`src/rtl/uart_tx_frame.sv`:
```
// Frame-level UART transmitter: resend/ack one-shot codes plus a data FIFO,
// with configurable data width, oversample ratio, parity and stop bits.
module uart_tx_frame #(
  parameter int unsigned DATA_BITS   = 8,
  parameter int unsigned OVERSAMPLE  = 16,
  parameter int unsigned STOP_BITS   = 1,
  parameter int unsigned PARITY      = 0,
  parameter int unsigned FIFO_DEPTH  = 4,
  parameter logic [7:0]  ACK_CODE    = 8'hAA,
  parameter logic [7:0]  RESEND_CODE = 8'hCC
) (
  input  logic                          uart_sampling_clk,
  input  logic                          rst,
  input  logic [DATA_BITS-1:0]          tx_data,
  input  logic                          tx_valid,
  output logic                          tx_ready,
  input  logic                          ack,
  input  logic                          resend,
  input  logic                          USB_RTS,
  output logic                          USB_TX,
  output logic                          busy,
  output logic [$clog2(FIFO_DEPTH):0]   fifo_count
);

  localparam int unsigned PTR_W = $clog2(FIFO_DEPTH);
  localparam int unsigned CNT_W = PTR_W + 1;
  localparam int unsigned SMP_W = $clog2(OVERSAMPLE);
  localparam int unsigned BIT_W = $clog2(DATA_BITS + 1);

  localparam logic [DATA_BITS-1:0] ACK_WORD    = DATA_BITS'(ACK_CODE);
  localparam logic [DATA_BITS-1:0] RESEND_WORD = DATA_BITS'(RESEND_CODE);
  localparam logic [SMP_W-1:0]     SMP_LAST    = SMP_W'(OVERSAMPLE - 1);
  localparam logic [BIT_W-1:0]     DBIT_LAST   = BIT_W'(DATA_BITS - 1);
  localparam logic [BIT_W-1:0]     SBIT_LAST   = BIT_W'(STOP_BITS - 1);
  localparam logic [CNT_W-1:0]     CNT_FULL    = CNT_W'(FIFO_DEPTH);
  localparam logic                 PAR_ODD     = (PARITY == 2);

  typedef enum logic [2:0] {
    S_IDLE   = 3'd0,
    S_START  = 3'd1,
    S_DATA   = 3'd2,
    S_PARITY = 3'd3,
    S_STOP   = 3'd4
  } state_e;

  state_e state_q, state_d;

  logic [SMP_W-1:0]     sample_q, sample_d;
  logic [BIT_W-1:0]     bit_q, bit_d;
  logic [DATA_BITS-1:0] shift_q, shift_d;
  logic                 par_q, par_d;
  logic                 ack_pend_q, ack_pend_d;
  logic                 resend_pend_q, resend_pend_d;

  logic [DATA_BITS-1:0] mem_q [FIFO_DEPTH];
  logic [PTR_W-1:0]     wr_ptr_q, wr_ptr_d;
  logic [PTR_W-1:0]     rd_ptr_q, rd_ptr_d;
  logic [CNT_W-1:0]     count_q, count_d;
  logic                 tx_ready_q, tx_ready_d;

  logic                 tx_q, tx_d;
  logic                 busy_q, busy_d;

  logic                 sample_last;
  logic                 frame_end;
  logic                 src_avail;
  logic                 load;
  logic                 sel_resend;
  logic                 sel_ack;
  logic                 push;
  logic                 pop;
  logic [DATA_BITS-1:0] load_word;

  // Load decision: a new frame may start from idle or on the very last cycle of the final stop bit.
  always_comb begin
    sample_last = (sample_q == SMP_LAST);
    frame_end   = (state_q == S_STOP) && sample_last && (bit_q == SBIT_LAST);
    src_avail   = resend_pend_q || ack_pend_q || (count_q != '0);
    load        = ((state_q == S_IDLE) || frame_end) && !USB_RTS && src_avail;
    sel_resend  = resend_pend_q;
    sel_ack     = !resend_pend_q && ack_pend_q;
    pop         = load && !resend_pend_q && !ack_pend_q;
    push        = tx_valid && tx_ready_q;
    if (sel_resend) begin
      load_word = RESEND_WORD;
    end else if (sel_ack) begin
      load_word = ACK_WORD;
    end else begin
      load_word = mem_q[rd_ptr_q];
    end
  end

  // FSM state register
  always_ff @(posedge uart_sampling_clk) begin
    if (rst) begin
      state_q <= S_IDLE;
    end else begin
      state_q <= state_d;
    end
  end

  // FSM next-state logic
  always_comb begin
    state_d = state_q;
    case (state_q)
      S_IDLE: begin
        if (load) state_d = S_START;
      end
      S_START: begin
        if (sample_last) state_d = S_DATA;
      end
      S_DATA: begin
        if (sample_last && (bit_q == DBIT_LAST)) begin
          state_d = (PARITY != 0) ? S_PARITY : S_STOP;
        end
      end
      S_PARITY: begin
        if (sample_last) state_d = S_STOP;
      end
      S_STOP: begin
        if (frame_end) state_d = load ? S_START : S_IDLE;
      end
      default: state_d = S_IDLE;
    endcase
  end

  // FSM outputs, computed from the next state so the registered line lines up with the state
  always_comb begin
    tx_d   = 1'b1;
    busy_d = (state_d != S_IDLE);
    case (state_d)
      S_START:  tx_d = 1'b0;
      S_DATA:   tx_d = shift_d[0];
      S_PARITY: tx_d = par_d;
      default:  tx_d = 1'b1;
    endcase
  end

  // Bit timing, shift register, pending flags and FIFO bookkeeping
  always_comb begin
    sample_d = sample_q;
    bit_d    = bit_q;
    shift_d  = shift_q;
    par_d    = par_q;
    if (load) begin
      sample_d = '0;
      bit_d    = '0;
      shift_d  = load_word;
      par_d    = (^load_word) ^ PAR_ODD;
    end else if (state_q != S_IDLE) begin
      sample_d = sample_last ? '0 : sample_q + SMP_W'(1);
      if (sample_last) begin
        case (state_q)
          S_DATA: begin
            shift_d = shift_q >> 1;
            bit_d   = (bit_q == DBIT_LAST) ? '0 : bit_q + BIT_W'(1);
          end
          S_STOP:  bit_d = bit_q + BIT_W'(1);
          default: bit_d = '0;
        endcase
      end
    end

    // A new pulse wins over the clear caused by loading the same source.
    ack_pend_d    = ack    || (ack_pend_q    && !(load && sel_ack));
    resend_pend_d = resend || (resend_pend_q && !(load && sel_resend));

    wr_ptr_d   = push ? wr_ptr_q + PTR_W'(1) : wr_ptr_q;
    rd_ptr_d   = pop  ? rd_ptr_q + PTR_W'(1) : rd_ptr_q;
    count_d    = count_q + CNT_W'(push) - CNT_W'(pop);
    tx_ready_d = (count_d < CNT_FULL);
  end

  // Datapath and output registers
  always_ff @(posedge uart_sampling_clk) begin
    if (rst) begin
      sample_q      <= '0;
      bit_q         <= '0;
      shift_q       <= '0;
      par_q         <= 1'b0;
      ack_pend_q    <= 1'b0;
      resend_pend_q <= 1'b0;
      wr_ptr_q      <= '0;
      rd_ptr_q      <= '0;
      count_q       <= '0;
      tx_ready_q    <= 1'b1;
      tx_q          <= 1'b1;
      busy_q        <= 1'b0;
    end else begin
      sample_q      <= sample_d;
      bit_q         <= bit_d;
      shift_q       <= shift_d;
      par_q         <= par_d;
      ack_pend_q    <= ack_pend_d;
      resend_pend_q <= resend_pend_d;
      wr_ptr_q      <= wr_ptr_d;
      rd_ptr_q      <= rd_ptr_d;
      count_q       <= count_d;
      tx_ready_q    <= tx_ready_d;
      tx_q          <= tx_d;
      busy_q        <= busy_d;
    end
  end

  // FIFO storage needs no reset; occupancy alone decides validity.
  always_ff @(posedge uart_sampling_clk) begin
    if (push) begin
      mem_q[wr_ptr_q] <= tx_data;
    end
  end

  assign USB_TX     = tx_q;
  assign busy       = busy_q;
  assign tx_ready   = tx_ready_q;
  assign fifo_count = count_q;

endmodule

```
`config.mk`:
```
export PLATFORM = sky130hd
export DESIGN_NAME = uart_tx_frame
export DESIGN_NICKNAME = d
export VERILOG_FILES = /design/src/rtl/uart_tx_frame.sv
export SDC_FILE = /design/constraint.sdc
export NUM_CORES = 1
export LEC_CHECK = 0
export ABC_AREA = 1
export CELL_PAD_IN_SITES_DETAIL_PLACEMENT = 1
export CELL_PAD_IN_SITES_GLOBAL_PLACEMENT = 1
export CORE_MARGIN = 4
export CORE_UTILIZATION = 42
export CTS_CLUSTER_SIZE = 28
export DETAILED_ROUTE_END_ITERATION = 8
export PLACE_DENSITY_LB_ADDON = 0.1
export SLEW_MARGIN = 20
export SYNTH_ARGS = -nofsm -noshare
export SYNTH_HDL_FRONTEND = slang
export SYNTH_SLANG_ARGS = --single-unit
```
`constraint.sdc`:
```
create_clock -name uart_sampling_clk -period 2.85 [get_ports uart_sampling_clk]
set_input_delay 0.855 -clock uart_sampling_clk [delete_from_list [all_inputs] [get_ports uart_sampling_clk]]
set_output_delay 0.855 -clock uart_sampling_clk [all_outputs]
set_load 0.1 [all_outputs]
```
Word level (Yosys, flattened, before mapping)
Memories as Yosys holds them, arrays and structs flattened. A register that Yosys moved wholly into a read port is not among the register bits.
Cells that the tools add are included.
{ "classes": {"n_lt_le_gt_ge": 1, "mux": 22, "n_eq_ne": 9, "n_addsub": 6, "reduce_logical": 35} }
{ "ops": {"columns": ["op", "n"], "rows": [
  ["$mux 8", 6],
  ["$mux 3", 5],
  ["$pmux 3 s5", 1],
  ["$logic_and 1x1->1", 13],
  ["$eq 3x2->1 const B", 4],
  ["$reduce_bool 3->1", 3],
  ["$add 4x1->4 const B", 2],
  ["$mux 4", 2],
  ["$pmux 4 s2", 1],
  ["$reduce_xor 8->1", 1],
  ["$eq 3x1->1 const B", 2],
  ["$reduce_bool 2->1", 3],
  ["$logic_not 1->1", 5],
  ["$logic_or 1x1->1", 5],
  ["$add 2x1->2 const B", 2],
  ["$eq 4x3->1 const B", 1],
  ["$eq 4x4->1 const B", 1],
  ["$logic_not 4->1", 1],
  ["$mux 1", 4],
  ["$mux 2", 2],
  ["$add 3x1->3", 1],
  ["$eq 3x3->1 const B", 1],
  ["$logic_not 3->1", 1],
  ["$lt 3x3->1 const B", 1],
  ["other kinds (5)", 5]
]} }
{ "word_totals": {"ram_bits": 32, "ff_bits": 32, "memories": 1, "word_cells": 88, "input_bits": 14, "out_inout_bits": 6} }
{ "memory_table": {"columns": ["memory", "words", "word_bits", "rd", "rd_ports_with_merged_regs", "wr", "line", "rtl"], "rows": [
  ["mem_q", 4, 8, 1, 1, 1, "55", "logic [DATA_BITS-1:0] mem_q [FIFO_DEPTH];"]
]} }

Longest topological paths before layout
{ "depth": {"word_depth": 11, "ltp_mapped": 16, "mapped_depth_nobuf": 16} }

Worst setup path after synthesis
Ideal clock, no wire load.
{ "synth_path": {"kind": "register to register", "from": "reg count_q[1], in the netlist fifo_count[1]", "to": "reg count_q[2], in the netlist fifo_count[2]", "period_less_slack_ps": 2781, "arrival_ps": 2669, "slack_ps": 69, "path_stages_with_launch": 14, "n_path_buf": 0, "path_cell_list": "dfxtp_1 nor3_1 nand2_1 nand3_4 inv_6 nand2_4 clkinv_4 ha_1 inv_1 ha_1 fa_1 or2_2 nand3_1 inv_1"} }
{ "synth_via": {"elab_chain_cells": 6} }
{ "synth_lines": {"columns": ["item", "line", "rtl"], "rows": [
  ["start: declaration", "58", "logic [CNT_W-1:0] count_q, count_d;"],
  ["start signal: assignment", "198", "count_q <= count_d;"],
  ["$reduce_bool 3->1", "78", "src_avail = resend_pend_q || ack_pend_q || (count_q != '0);"],
  ["$logic_or 1x1->1", "78", null],
  ["$logic_and 1x1->1", "79", "load = ((state_q == S_IDLE) || frame_end) && !USB_RTS && src_avail;"],
  ["$logic_and 1x1->1 (2 in series)", "82", "pop = load && !resend_pend_q && !ack_pend_q;"],
  ["net pop", "71", "logic pop;"],
  ["$sub 3x1->3", "170", "count_d = count_q + CNT_W'(push) - CNT_W'(pop);"]
]} }
The timed path passes the listed nets, and every way through them passes these cells.
A chain may end at the register's enable or synchronous reset.

Final worst setup path
{ "layout_path": {"from": "in USB_RTS", "to": "reg count_q[2], in the netlist fifo_count[2]"} }
{ "layout_via": {"elab_chain_cells": 6} }
{ "layout_lines": {"columns": ["item", "line", "rtl"], "rows": [
  ["start: declaration", "19", "input logic USB_RTS,"],
  ["$logic_not 1->1", "79", null],
  ["$logic_and 1x1->1 (2 in series)", "79", null],
  ["$logic_and 1x1->1 (2 in series)", "82", null],
  ["net pop", "71", null],
  ["$sub 3x1->3", "170", null]
]} }
The timed path passes the listed nets, and every way through them passes these cells.

==> out/results.tsv <==
metric	value	unit
status	finished clean	
DRT iter0 DRCs	142	
routed wire length per instance	13.71	um
GRT Overall Usage	0.1738	
Die H	95.54	um
final period utilization	0.9302	
Clock Skews	0.008596	ns
Seq/Total Area, Yosys	0.5101	
PortBufs	19	
DR vias	2481	
Post-CTS Hold Buffers	0	
dpl ws	-0.1816	ns
global-route wire length before repair	12.02	mm
Final Max Slew Viols	0	
time the worst path needs with I/O delays and setup	2.651	ns
die area	9127	um2
biggest cell delay along the critical path	0.45	ns
I/O pins	20	
H-tree depth	3	
HP Class	reg2reg	
CP top delay family	adder cells	
Buf/Inv on CP	6	
Yosys Warn Count	0	
initial antenna violation count	0	
TritonCTS Sinks	66	
Syn Std Cell Area	3218	um2
Slowest-stage cell, CP	clkdlybuf4s50_1	
Hold WS	0.4715	ns
Yosys cell types	34	
RSZ-0062 raised after global routing	false	
max_cap viols	0	
CP arrival	2.89	ns
vias in the first global route	2550	
CTS Root Cell	clkbuf_8	
total negative slack	0	ns
FF+latch count, synth	66	
Routed Antenna Nets	0	
Hold Path Stages	2	
total chip power	2.865	mW
layout cells sized above 1	0.1800	
post_cts resized	0	
leak pwr	1.603	nW
syn_nets	395	
R2R depth	16	
Achievable Freq	0.3772	GHz
Antenna diodes	0	
most common cell after layout, fill and taps aside	nand2_1	
required time worst endpoint	3.09	ns
most frequent cells in the layout	110 x nand2_1, 44 x inv_1, 34 x dfxtp_1	
type of element capturing the critical path	register	
routability cong.	0.7165	
Power Density	763.4	nW/um2
DR DRC count	0	
# nets final	430	
Worst-path clk slew	0.07	ns
final hold viol count	0	
routed wire length	6.994	mm
die width	95.54	um
CORE AREA	7331	um2
CP Depth	13	
vias per inst	4.865	
critical path class	in2reg	
worst-margin pin slew	0.4069	ns
total gr overflow	0	
largest net degree at the start of global routing	16	
clock buffer depth	2	
VDD IR max	0.5602	mV
DP Area	3550	um2
worst path cell trace	clkdlybuf4s50_1 > inv_1 > nand3_4 > inv_6 > nand2_4 > clkinv_4 > ha_1 > inv_1 > ha_1 > fa_1 > or2_2 > nand3_1 > inv_1	
Layout area overhead	16.64	%
Finished Cell Area	3754	um2
Crit Path Max Fanout	2	
Synth Instances	371	
Post-DP HPWL	5.260	mm
max_slew headroom	0.7285	
insertion delay to the later sink of the worst-skew pair	0.35	ns
CTS tree	yes	
Num CTS Buffers	9	
row count	31	
cell repeated most along the worst path	inv_1	
First-pass DRT Iterations	4	
Mapped Avg Cell Area	8.674	um2
final setup violation count	0	
Setup Fix Bufs, Post-CTS	0	
Initial Utilization	0.4390	
final worst setup slack	0.1990	ns
Setup crit start kind	input pin	
[cells in the mapped netlist, drive strengths merged]
cell / number / area share
or2: 3 / 0.0058
clkinv: 2 / 0.0039
nor3: 3 / 0.0047
xor2: 2 / 0.0054
nor2: 28 / 0.040
edfxtp: 32 / 0.30
a31oi: 5 / 0.0097
a211oi: 4 / 0.0093
ha: 9 / 0.035
dfxtp: 34 / 0.21
inv: 52 / 0.064
o21a: 2 / 0.0047
a21oi: 12 / 0.019
nand2: 117 / 0.14
fa: 1 / 0.0062
a22oi: 1 / 0.0023
o21ai: 14 / 0.022
nand4: 4 / 0.0097
buf: 5 / 0.014
nand3: 40 / 0.090
clkbuf: 1 / 0.0012
[worst register-to-register path, delay by kind of cell, from the launching register on]
family                   cells  cell delay (ns)
adder cells (fa/ha/maj)      4             0.91
AND/OR/NAND/NOR              7             0.86
flip-flops                   1             0.39
buffers and inverters        5             0.32
[final cells by class]
| class | instances | area [um2] |
|---|---|---|
| clock buffer | 9 | 123.9 |
| clock inverter | 7 | 77.57 |
| fill | 865 | 3577 |
| inverter | 54 | 217.7 |
| multi-input combinational | 245 | 1311 |
| sequential | 66 | 1642 |
| tap | 99 | 123.9 |
| timing repair buffer | 30 | 257.7 |
[power by group]
part / leakage, nW / internal [mW] / total, mW / switching [mW]
Sequential: 0.571 / 1.11 / 1.18 / 0.0663
Combinational: 0.931 / 0.268 / 0.884 / 0.616
Clock: 0.100 / 0.411 / 0.805 / 0.394
[stage by stage]
stage               std cells    util
CTS                       510  0.5117
global placement          494  0.4842
floorplan                 371       -
global route              510  0.5120
detailed placement        494  0.4842
finish                    510  0.5120
[final timing paths]
| path | to | start | slack, ns |
|---|---|---|---|
| worst min-delay path | shift_q[7]$_SDFFE_PP0P_ | shift_q[7]$_SDFFE_PP0P_ | 0.47 |
| worst max-delay path | fifo_count[2]$_SDFF_PP0_ | USB_RTS | 0.20 |
| worst max register to register | fifo_count[2]$_SDFF_PP0_ | sample_q[0]$_SDFFE_PP0P_ | 0.28 |
| worst min register to register | shift_q[7]$_SDFFE_PP0P_ | shift_q[7]$_SDFFE_PP0P_ | 0.47 |
[routing by layer]
metal  track usage  wire (um)  vias to the layer above
met5             0          0                        -
met4       0.07583        138                        0
met3       0.03078        185                        9
met2        0.2779       3268                       30
met1        0.2303       3402                     1162
li1              -          -                     1280
[registers in the layout, summed over array words and instances, names as in the netlist, named ones only]
name / cells
mem_q: 32
busy: 1
wr_ptr_q: 2
rd_ptr_q: 2
bit_q: 4
shift_q: 8
USB_TX: 1
par_q: 1
sample_q: 4
fifo_count: 3
resend_pend_q: 1
state_q: 3
ack_pend_q: 1
tx_ready: 1
[logic make-up (layout without fill, tap and decap cells)]
| kind of cell | count (synthesis) | count (layout) | share of synthesized area |
|---|---|---|---|
| AO/OA/AOI/OAI | 38 | 38 | 0.06648 |
| XOR/XNOR | 2 | 2 | 0.005444 |
| flip-flops | 66 | 66 | 0.5101 |
| buffers and inverters | 60 | 100 | 0.08320 |
| AND/OR/NAND/NOR | 195 | 195 | 0.2935 |
| adder cells (fa/ha/maj) | 10 | 10 | 0.04121 |
Power figures use the tool's default switching activity.
